==> config.mk <==
export PLATFORM = sky130hd
export DESIGN_NAME = ima_adpcm_blk_ctrl
export DESIGN_NICKNAME = d
export VERILOG_FILES = /design/src/rtl/ima_adpcm_blk_ctrl.sv
export SDC_FILE = /design/constraint.sdc
export NUM_CORES = 1
export LEC_CHECK = 0
export ABC_AREA = 1
export CORE_MARGIN = 2
export CORE_UTILIZATION = 40
export CTS_CLUSTER_DIAMETER = 200
export CTS_CLUSTER_SIZE = 25
export DETAILED_ROUTE_END_ITERATION = 8
export PLACE_DENSITY = 0.72
export SYNTH_ARGS = -nofsm -noshare
export SYNTH_HDL_FRONTEND = slang
export SYNTH_SLANG_ARGS = --single-unit
==> constraint.sdc <==
create_clock -name clock -period 2.5 [get_ports clock]
set_input_delay 0.25 -clock clock [delete_from_list [all_inputs] [get_ports clock]]
set_output_delay 0.25 -clock clock [all_outputs]
set_load 0.03 [all_outputs]
==> src/rtl/ima_adpcm_blk_ctrl.sv <==
// IMA ADPCM block sequencer: parses the 4-byte block header, loads decoder state, feeds data nibbles lo-then-hi.
// Latency: header sample is emitted in the LOAD cycle; decoder samples are passed through one cycle late.
// Backpressure: inReady only in header/FETCH states; nibbles are held until decReady, sources hold unaccepted bytes.
module ima_adpcm_blk_ctrl #(
  parameter int BLOCK_BYTES = 256
) (
  input  logic        clock,
  input  logic        reset,
  input  logic [7:0]  inData,
  input  logic        inValid,
  output logic        inReady,
  output logic [3:0]  decPCM,
  output logic        decValid,
  input  logic        decReady,
  output logic [15:0] decPredictSamp,
  output logic [6:0]  decStepIndex,
  output logic        decStateLoad,
  input  logic [15:0] decSamp,
  input  logic        decSampValid,
  output logic [15:0] outSamp,
  output logic        outValid,
  output logic        outFirst,
  output logic        blkDone,
  output logic        errStep
);

  // Number of data bytes following the header; the counter is compared
  // against it after the increment on each FETCH acceptance.
  localparam logic [9:0] LAST_CNT = 10'(BLOCK_BYTES - 4);
  localparam logic [6:0] MAX_STEP = 7'd88;

  typedef enum logic [2:0] {
    HDR0,
    HDR1,
    HDR2,
    HDR3,
    LOAD,
    FETCH,
    NIB_LO,
    NIB_HI
  } state_e;

  state_e      state_q, state_d;
  logic [15:0] pred_q, pred_d;
  logic [6:0]  step_q, step_d;
  logic        clamp_q, clamp_d;
  logic [7:0]  byte_q, byte_d;
  logic [9:0]  cnt_q, cnt_d;
  logic        pend_q, pend_d;
  logic [15:0] pt_samp_q, pt_samp_d;
  logic        pt_vld_q, pt_vld_d;
  logic        load_out;

  // Next-state, datapath capture and all outputs of the block sequencer.
  always_comb begin
    state_d        = state_q;
    pred_d         = pred_q;
    step_d         = step_q;
    clamp_d        = clamp_q;
    byte_d         = byte_q;
    cnt_d          = cnt_q;
    pend_d         = pend_q;
    pt_samp_d      = decSamp;
    pt_vld_d       = decSampValid;
    load_out       = 1'b0;
    inReady        = 1'b0;
    decPCM         = 4'd0;
    decValid       = 1'b0;
    decStateLoad   = 1'b0;
    errStep        = 1'b0;
    decPredictSamp = pred_q;
    decStepIndex   = step_q;

    // The end-of-block marker rides on the first pass-through sample
    // after the final nibble was handed to the decoder.
    blkDone = pend_q && pt_vld_q;
    if (blkDone) begin
      pend_d = 1'b0;
    end

    case (state_q)
      HDR0: begin
        inReady = 1'b1;
        if (inValid) begin
          pred_d[7:0] = inData;
          state_d     = HDR1;
        end
      end
      HDR1: begin
        inReady = 1'b1;
        if (inValid) begin
          pred_d[15:8] = inData;
          state_d      = HDR2;
        end
      end
      HDR2: begin
        inReady = 1'b1;
        if (inValid) begin
          // Bit 7 is reserved; out-of-table indices are clamped and flagged.
          if (inData[6:0] > MAX_STEP) begin
            step_d  = MAX_STEP;
            clamp_d = 1'b1;
          end else begin
            step_d  = inData[6:0];
            clamp_d = 1'b0;
          end
          state_d = HDR3;
        end
      end
      HDR3: begin
        inReady = 1'b1;
        if (inValid) begin
          state_d = LOAD;
        end
      end
      LOAD: begin
        decStateLoad = 1'b1;
        errStep      = clamp_q;
        load_out     = 1'b1;
        cnt_d        = 10'd0;
        state_d      = FETCH;
      end
      FETCH: begin
        inReady = 1'b1;
        if (inValid) begin
          byte_d  = inData;
          cnt_d   = cnt_q + 10'd1;
          state_d = NIB_LO;
        end
      end
      NIB_LO: begin
        decPCM   = byte_q[3:0];
        decValid = decReady;
        if (decReady) begin
          state_d = NIB_HI;
        end
      end
      NIB_HI: begin
        decPCM   = byte_q[7:4];
        decValid = decReady;
        if (decReady) begin
          if (cnt_q == LAST_CNT) begin
            state_d = HDR0;
            pend_d  = 1'b1;
          end else begin
            state_d = FETCH;
          end
        end
      end
      default: begin
        state_d = HDR0;
      end
    endcase

    // The header sample owns the output in LOAD; the decoder has drained
    // during the header bytes so no pass-through sample is lost here.
    outValid = load_out | pt_vld_q;
    outFirst = load_out;
    outSamp  = load_out ? pred_q : pt_samp_q;

    // Everything is quiet while reset is held.
    if (reset) begin
      inReady        = 1'b0;
      decPCM         = 4'd0;
      decValid       = 1'b0;
      decStateLoad   = 1'b0;
      errStep        = 1'b0;
      decPredictSamp = 16'd0;
      decStepIndex   = 7'd0;
      outValid       = 1'b0;
      outFirst       = 1'b0;
      outSamp        = 16'd0;
      blkDone        = 1'b0;
    end
  end

  // State, header capture, byte counter, pending flag and pass-through registers.
  always_ff @(posedge clock) begin
    if (reset) begin
      state_q   <= HDR0;
      pred_q    <= 16'd0;
      step_q    <= 7'd0;
      clamp_q   <= 1'b0;
      byte_q    <= 8'd0;
      cnt_q     <= 10'd0;
      pend_q    <= 1'b0;
      pt_samp_q <= 16'd0;
      pt_vld_q  <= 1'b0;
    end else begin
      state_q   <= state_d;
      pred_q    <= pred_d;
      step_q    <= step_d;
      clamp_q   <= clamp_d;
      byte_q    <= byte_d;
      cnt_q     <= cnt_d;
      pend_q    <= pend_d;
      pt_samp_q <= pt_samp_d;
      pt_vld_q  <= pt_vld_d;
    end
  end

endmodule

After elaboration in Yosys (flattened, before gate mapping)
Index checks and enable logic that the tools add are counted.
{"block": "totals", "reg_bits": 63, "in_bits": 29, "out_inout_bits": 50, "elab_cells": 72}
{"block": "op_classes", "n_addsub": 1, "order_cmp": 1, "n_eq_ne": 15, "n_mux": 33, "bitwise": 1, "n_reduce_logical": 11}
{"op": "16-bit 2-to-1 mux", "n": 3}
{"op": "3-bit 2-to-1 mux", "n": 8}
{"op": "3-bit case mux with 8 select lines", "n": 1}
{"op": "10-bit case mux with 2 select lines", "n": 1}
{"op": "1-bit 2-to-1 mux", "n": 15}
{"op": "7-bit 2-to-1 mux", "n": 2}
{"op": "2-bit != test, second input constant", "n": 7}
{"op": "3-bit == test, second input constant", "n": 4}
{"op": "10-bit by 1-bit adder with 10-bit output, second input constant", "n": 1}
{"op": "10-bit by 8-bit == test with 1-bit output, second input constant", "n": 1}
{"op": "10-bit 2-to-1 mux", "n": 1}
{"op": "2-bit AND reduction", "n": 5}
{"op": "4-bit case mux with 2 select lines", "n": 1}
{"op": "7-bit greater-than comparator, second input constant", "n": 1}
{"op": "7-bit AND reduction", "n": 1}
{"op": "3-bit by 2-bit == test with 1-bit output, second input constant", "n": 2}
{"op": "5-bit OR reduction", "n": 1}
{"op": "4-bit 2-to-1 mux", "n": 1}
{"op": "3-bit by 1-bit == test with 1-bit output, second input constant", "n": 1}
{"op": "3-bit logical NOT", "n": 1}
{"op": "2-bit nonzero test", "n": 1}
{"op": "2-bit OR reduction", "n": 1}
{"op": "1-bit logical AND", "n": 1}
{"op": "1-bit OR", "n": 1}

Longest topological paths before layout
{"block": "logic_depth", "word_depth": 5, "depth_mapped": 9, "mapped_depth_nobuf": 9}

Least setup slack after synthesis
OpenSTA, ideal clock, no wires.
{"block": "synth_timing", "kind": "register -> output", "startpoint": "register state_q[0]", "endpoint": "output port outSamp[0]", "arrival_time_ns": 1.827, "required_time_ns": 2.250, "slack_ns": 0.423, "path_stages_with_launch": 7, "path_buffers": 1, "path_cell_list": "dfxtp_1 > buf_4 > nor2_2 > nand2_2 > nor2_2 > inv_1 > o21ai_0"}
{"block": "synth_between", "elab_chain_len": 4}
{"element": "start: declaration", "line_no": "43", "source": "state_e state_q, state_d;"}
{"element": "start signal: assignment", "line_no": "190", "source": "state_q <= state_d;"}
{"element": "3-bit == test", "line_no": "81", "source": "case (state_q)"}
{"element": "1-bit 2-to-1 mux", "line_no": "81"}
{"element": "16-bit 2-to-1 mux", "line_no": "159", "source": "outSamp = load_out ? pred_q : pt_samp_q;"}
{"element": "16-bit 2-to-1 mux", "line_no": "162", "source": "if (reset) begin"}
{"element": "end: declaration", "line_no": "20", "source": "output logic [15:0] outSamp,"}
No other way between the ends.

Worst setup path after layout
{"block": "layout_timing", "startpoint": "register state_q[2]", "endpoint": "output port decPCM[1]"}
{"block": "layout_between", "elab_chain_len": 3, "elab_cells_between_ends": 4, "cone_classes": "eq/ne: 2; mux: 2"}
{"element": "3-bit == test", "line_no": "81"}
{"element": "4-bit case mux with 2 select lines (*)", "line_no": "81"}
{"element": "4-bit 2-to-1 mux (*)", "line_no": "162"}
{"element": "end: declaration", "line_no": "12", "source": "output logic [3:0] decPCM,"}
Mark *: on every way between the ends. The rest lies on a longest branch, timed or not.

==> metrics.txt <==
status finished, final reports clean; register area share after synthesis 44.46%; floorplan core area 6832 um^2; vias 2753; crit path kind reg2out; EDFF count, synth 0; maximum number of pins on one net before global-route repair 33; CP required 2250 ps; RR Startpoint state_q[0]; CP Max Fanout 9; Core Util, Final 56.04%; IO Pins 79; CTS tree built; Syn Std Cell Area 2836 um^2; H-tree depth 3; Placed Area 3632 um^2; CTS Buf Count 9; Final Cell Area 3829 um^2; clock buffer depth 2; Hold Path End cnt_q[2]; worst rel slew slack 65.14%; Vias/cell 4.698; antenna violations before repair 0; max-slew violation count 0; n_diodes 0; Initial DRC Count 161; ys flop type dfxtp_1; top routing layer in use met4; routed len/inst 12.38 um; final net count 516; Port Buf Inserts 78; FMAX 0.4172 GHz; total length of routed wires 7252 um; fin crit period 2397 ps; metal3 WL 562 um; GRT Util Overall 19.80%; Reg2Reg Depth 6; CTS Root Cell clkbuf_8; fraction of registers with async set/reset 0%; Clock Latency Late Sink 340 ps; Post-DRT Antenna Nets 0; synthesis-stage register bit count 63; final setup margin 103.1 ps; Leakage 0.001642 uW; Initial Util 41.52%; final cell count without fillers 586; hold path startpoint reset; Remaining DRCs 0; WL met2 3109 um; data arrival time of the worst path 2150 ps; maximum VDD drop 417.8 uV; clock-pin slew on the worst setup and hold paths 70 ps; global-route wire length before repair 11890 um; Die Width 88.21 um; setup TNS 0 ps; Worst Hold Class in2reg; vias in the first global route 2556; maxcap violations 0; DIE AREA 7781 um^2; Setup-failing EPs final 0; FF-to-FF setup slack 1050 ps; Hold-fix buffers, CTS 0; chip height 88.21 um; Synth cell types 26; Startpoint Class flop; Gate Count Post-Synth 412; Reg2Reg Capture Point cnt_q[9]; CP Capture Type primary output; worst-margin pin slew 522.3 ps; Pre-Repair DR Iteration Count 4; Cells after DPL 570; GP Congestion 0.8785; post-synth net total 443; Post-Syn Area per Cell 6.885 um^2; clock sink count 63; Remaining Overflow, GRT 0; layout cell share with drive strength beyond 1 7.347%; PwrDens 623.8 nW/um^2; final hold vios 0; RSZ-0062 raised after global routing no; Metal-1 WL 3377 um; Min-Delay Path Depth 4; Tcrit/Tclk final 95.88%; # rows 30; skew final 7.570 ps; detailed placement HPWL 5176 um; Yosys warning count 0; dpl ws 223.2 ps; Area Overhead vs Synth 34.98%
[stage by stage]
| stage | power (uW) | hold slack, ps |
|---|---|---|
| 6_report | 2388 | 356.6 |
| 5_1_grt | 2494 | 379.8 |
| 4_1_cts | 2408 | 337.5 |
| 3_5_place_dp | 1510 | 456.3 |
| 3_3_place_gp | 1504 | 454.1 |
| 2_1_floorplan | 1359 | 357.0 |
[placed cells by master, fill, tap and decap left out, types with 2 or more instances in the layout]
| cell | synthesis | layout |
|---|---|---|
| clkbuf_8 | 0 | 11 |
| a21oi_1 | 44 | 44 |
| nand3_1 | 14 | 14 |
| ha_1 | 2 | 2 |
| nand2_2 | 3 | 3 |
| o21ai_1 | 10 | 10 |
| buf_4 | 5 | 4 |
| nor2_1 | 60 | 59 |
| nand4_1 | 4 | 4 |
| nor3_1 | 2 | 2 |
| o21bai_1 | 2 | 2 |
| o21ai_0 | 35 | 35 |
| inv_2 | 4 | 3 |
| nand2_1 | 79 | 79 |
| clkinv_2 | 0 | 2 |
| dfxtp_1 | 63 | 62 |
| clkdlybuf4s50_1 | 0 | 59 |
| inv_1 | 62 | 62 |
| nor2_2 | 2 | 3 |
| dlygate4sd2_1 | 0 | 16 |
[how the worst max path moves through the flow]
stage / from / endpoint / cells past startpoint
floorplan: state_q[0] / outSamp[0] / 6
global placement: state_q[2] / decPCM[2] / 5
detailed placement: state_q[2] / outSamp[4] / 5
CTS: state_q[0] / decPCM[2] / 5
global route: state_q[0] / decPCM[3] / 5
finish: state_q[2] / decPCM[1] / 5
[state kept, by name, summed over array words and instances, names as in the netlist]
signal	count
pt_samp_q	16
byte_q	8
pt_vld_q	1
state_q	3
step_q	7
pred_q	16
pend_q	1
clamp_q	1
cnt_q	10
[power breakdown]
group          switching (uW)  total, uW  internal, uW
clock network             396        909           512
registers                25.4       1080          1060
logic                     254        397           144
[routing by layer]
layer / vias up / track usage [%]
li1: 1434 / -
met1: 1224 / 25.42
met2: 78 / 29.87
met3: 17 / 6.996
met4: 0 / 9.229
met5: - / 0
[worst max-delay path, stage by stage, from the launching register on]
cell	delay [ps]
dfxtp_2	440
nand2_1	170
nor2_1	250
nand2_1	80
a21oi_1	160
clkdlybuf4s50_1	700
[cell families (layout without fill, tap and decap cells)]
| group | Yosys count | after routing | synth area share [%] |
|---|---|---|---|
| DFF | 63 | 63 | 44.46 |
| AOI/OAI and AO/OA | 94 | 94 | 17.07 |
| and+or+nand+nor | 168 | 168 | 24.61 |
| buffers and inverters | 85 | 163 | 12.97 |
| adders and majority gates | 2 | 2 | 0.8821 |
[final cells by class]
cell class	count	area [um^2]
timing repair buffer	81	778.2
tap	96	120.1
multi-input combinational	264	1210
inverter	66	250.2
fill	682	3003
clock buffer	11	151.4
sequential	63	1262
clock inverter	5	56.30
[Yosys cell counts, types with 2 or more instances]
| cell | n | area (um^2) |
|---|---|---|
| nand2_1 | 79 | 296.5 |
| dfxtp_1 | 63 | 1261 |
| inv_1 | 62 | 232.7 |
| nor2_1 | 60 | 225.2 |
| a21oi_1 | 44 | 220.2 |
| o21ai_0 | 35 | 175.2 |
| nand3_1 | 14 | 70.07 |
| o21ai_1 | 10 | 50.05 |
| buf_2 | 6 | 30.03 |
| buf_4 | 5 | 37.54 |
| clkbuf_1 | 5 | 18.77 |
| inv_2 | 4 | 15.01 |
| nand4_1 | 4 | 25.02 |
| buf_6 | 3 | 33.78 |
| nand2_2 | 3 | 18.77 |
| ha_1 | 2 | 25.02 |
| nor2_2 | 2 | 12.51 |
| nor3_1 | 2 | 10.01 |
| o21bai_1 | 2 | 15.01 |
[what timing repair did]
item	4_1_cts	5_1_grt
endpoints found under the setup margin	20	4
gates resized for setup	18	2
setup buffers	0	0
(Power assumes the default switching activity.)
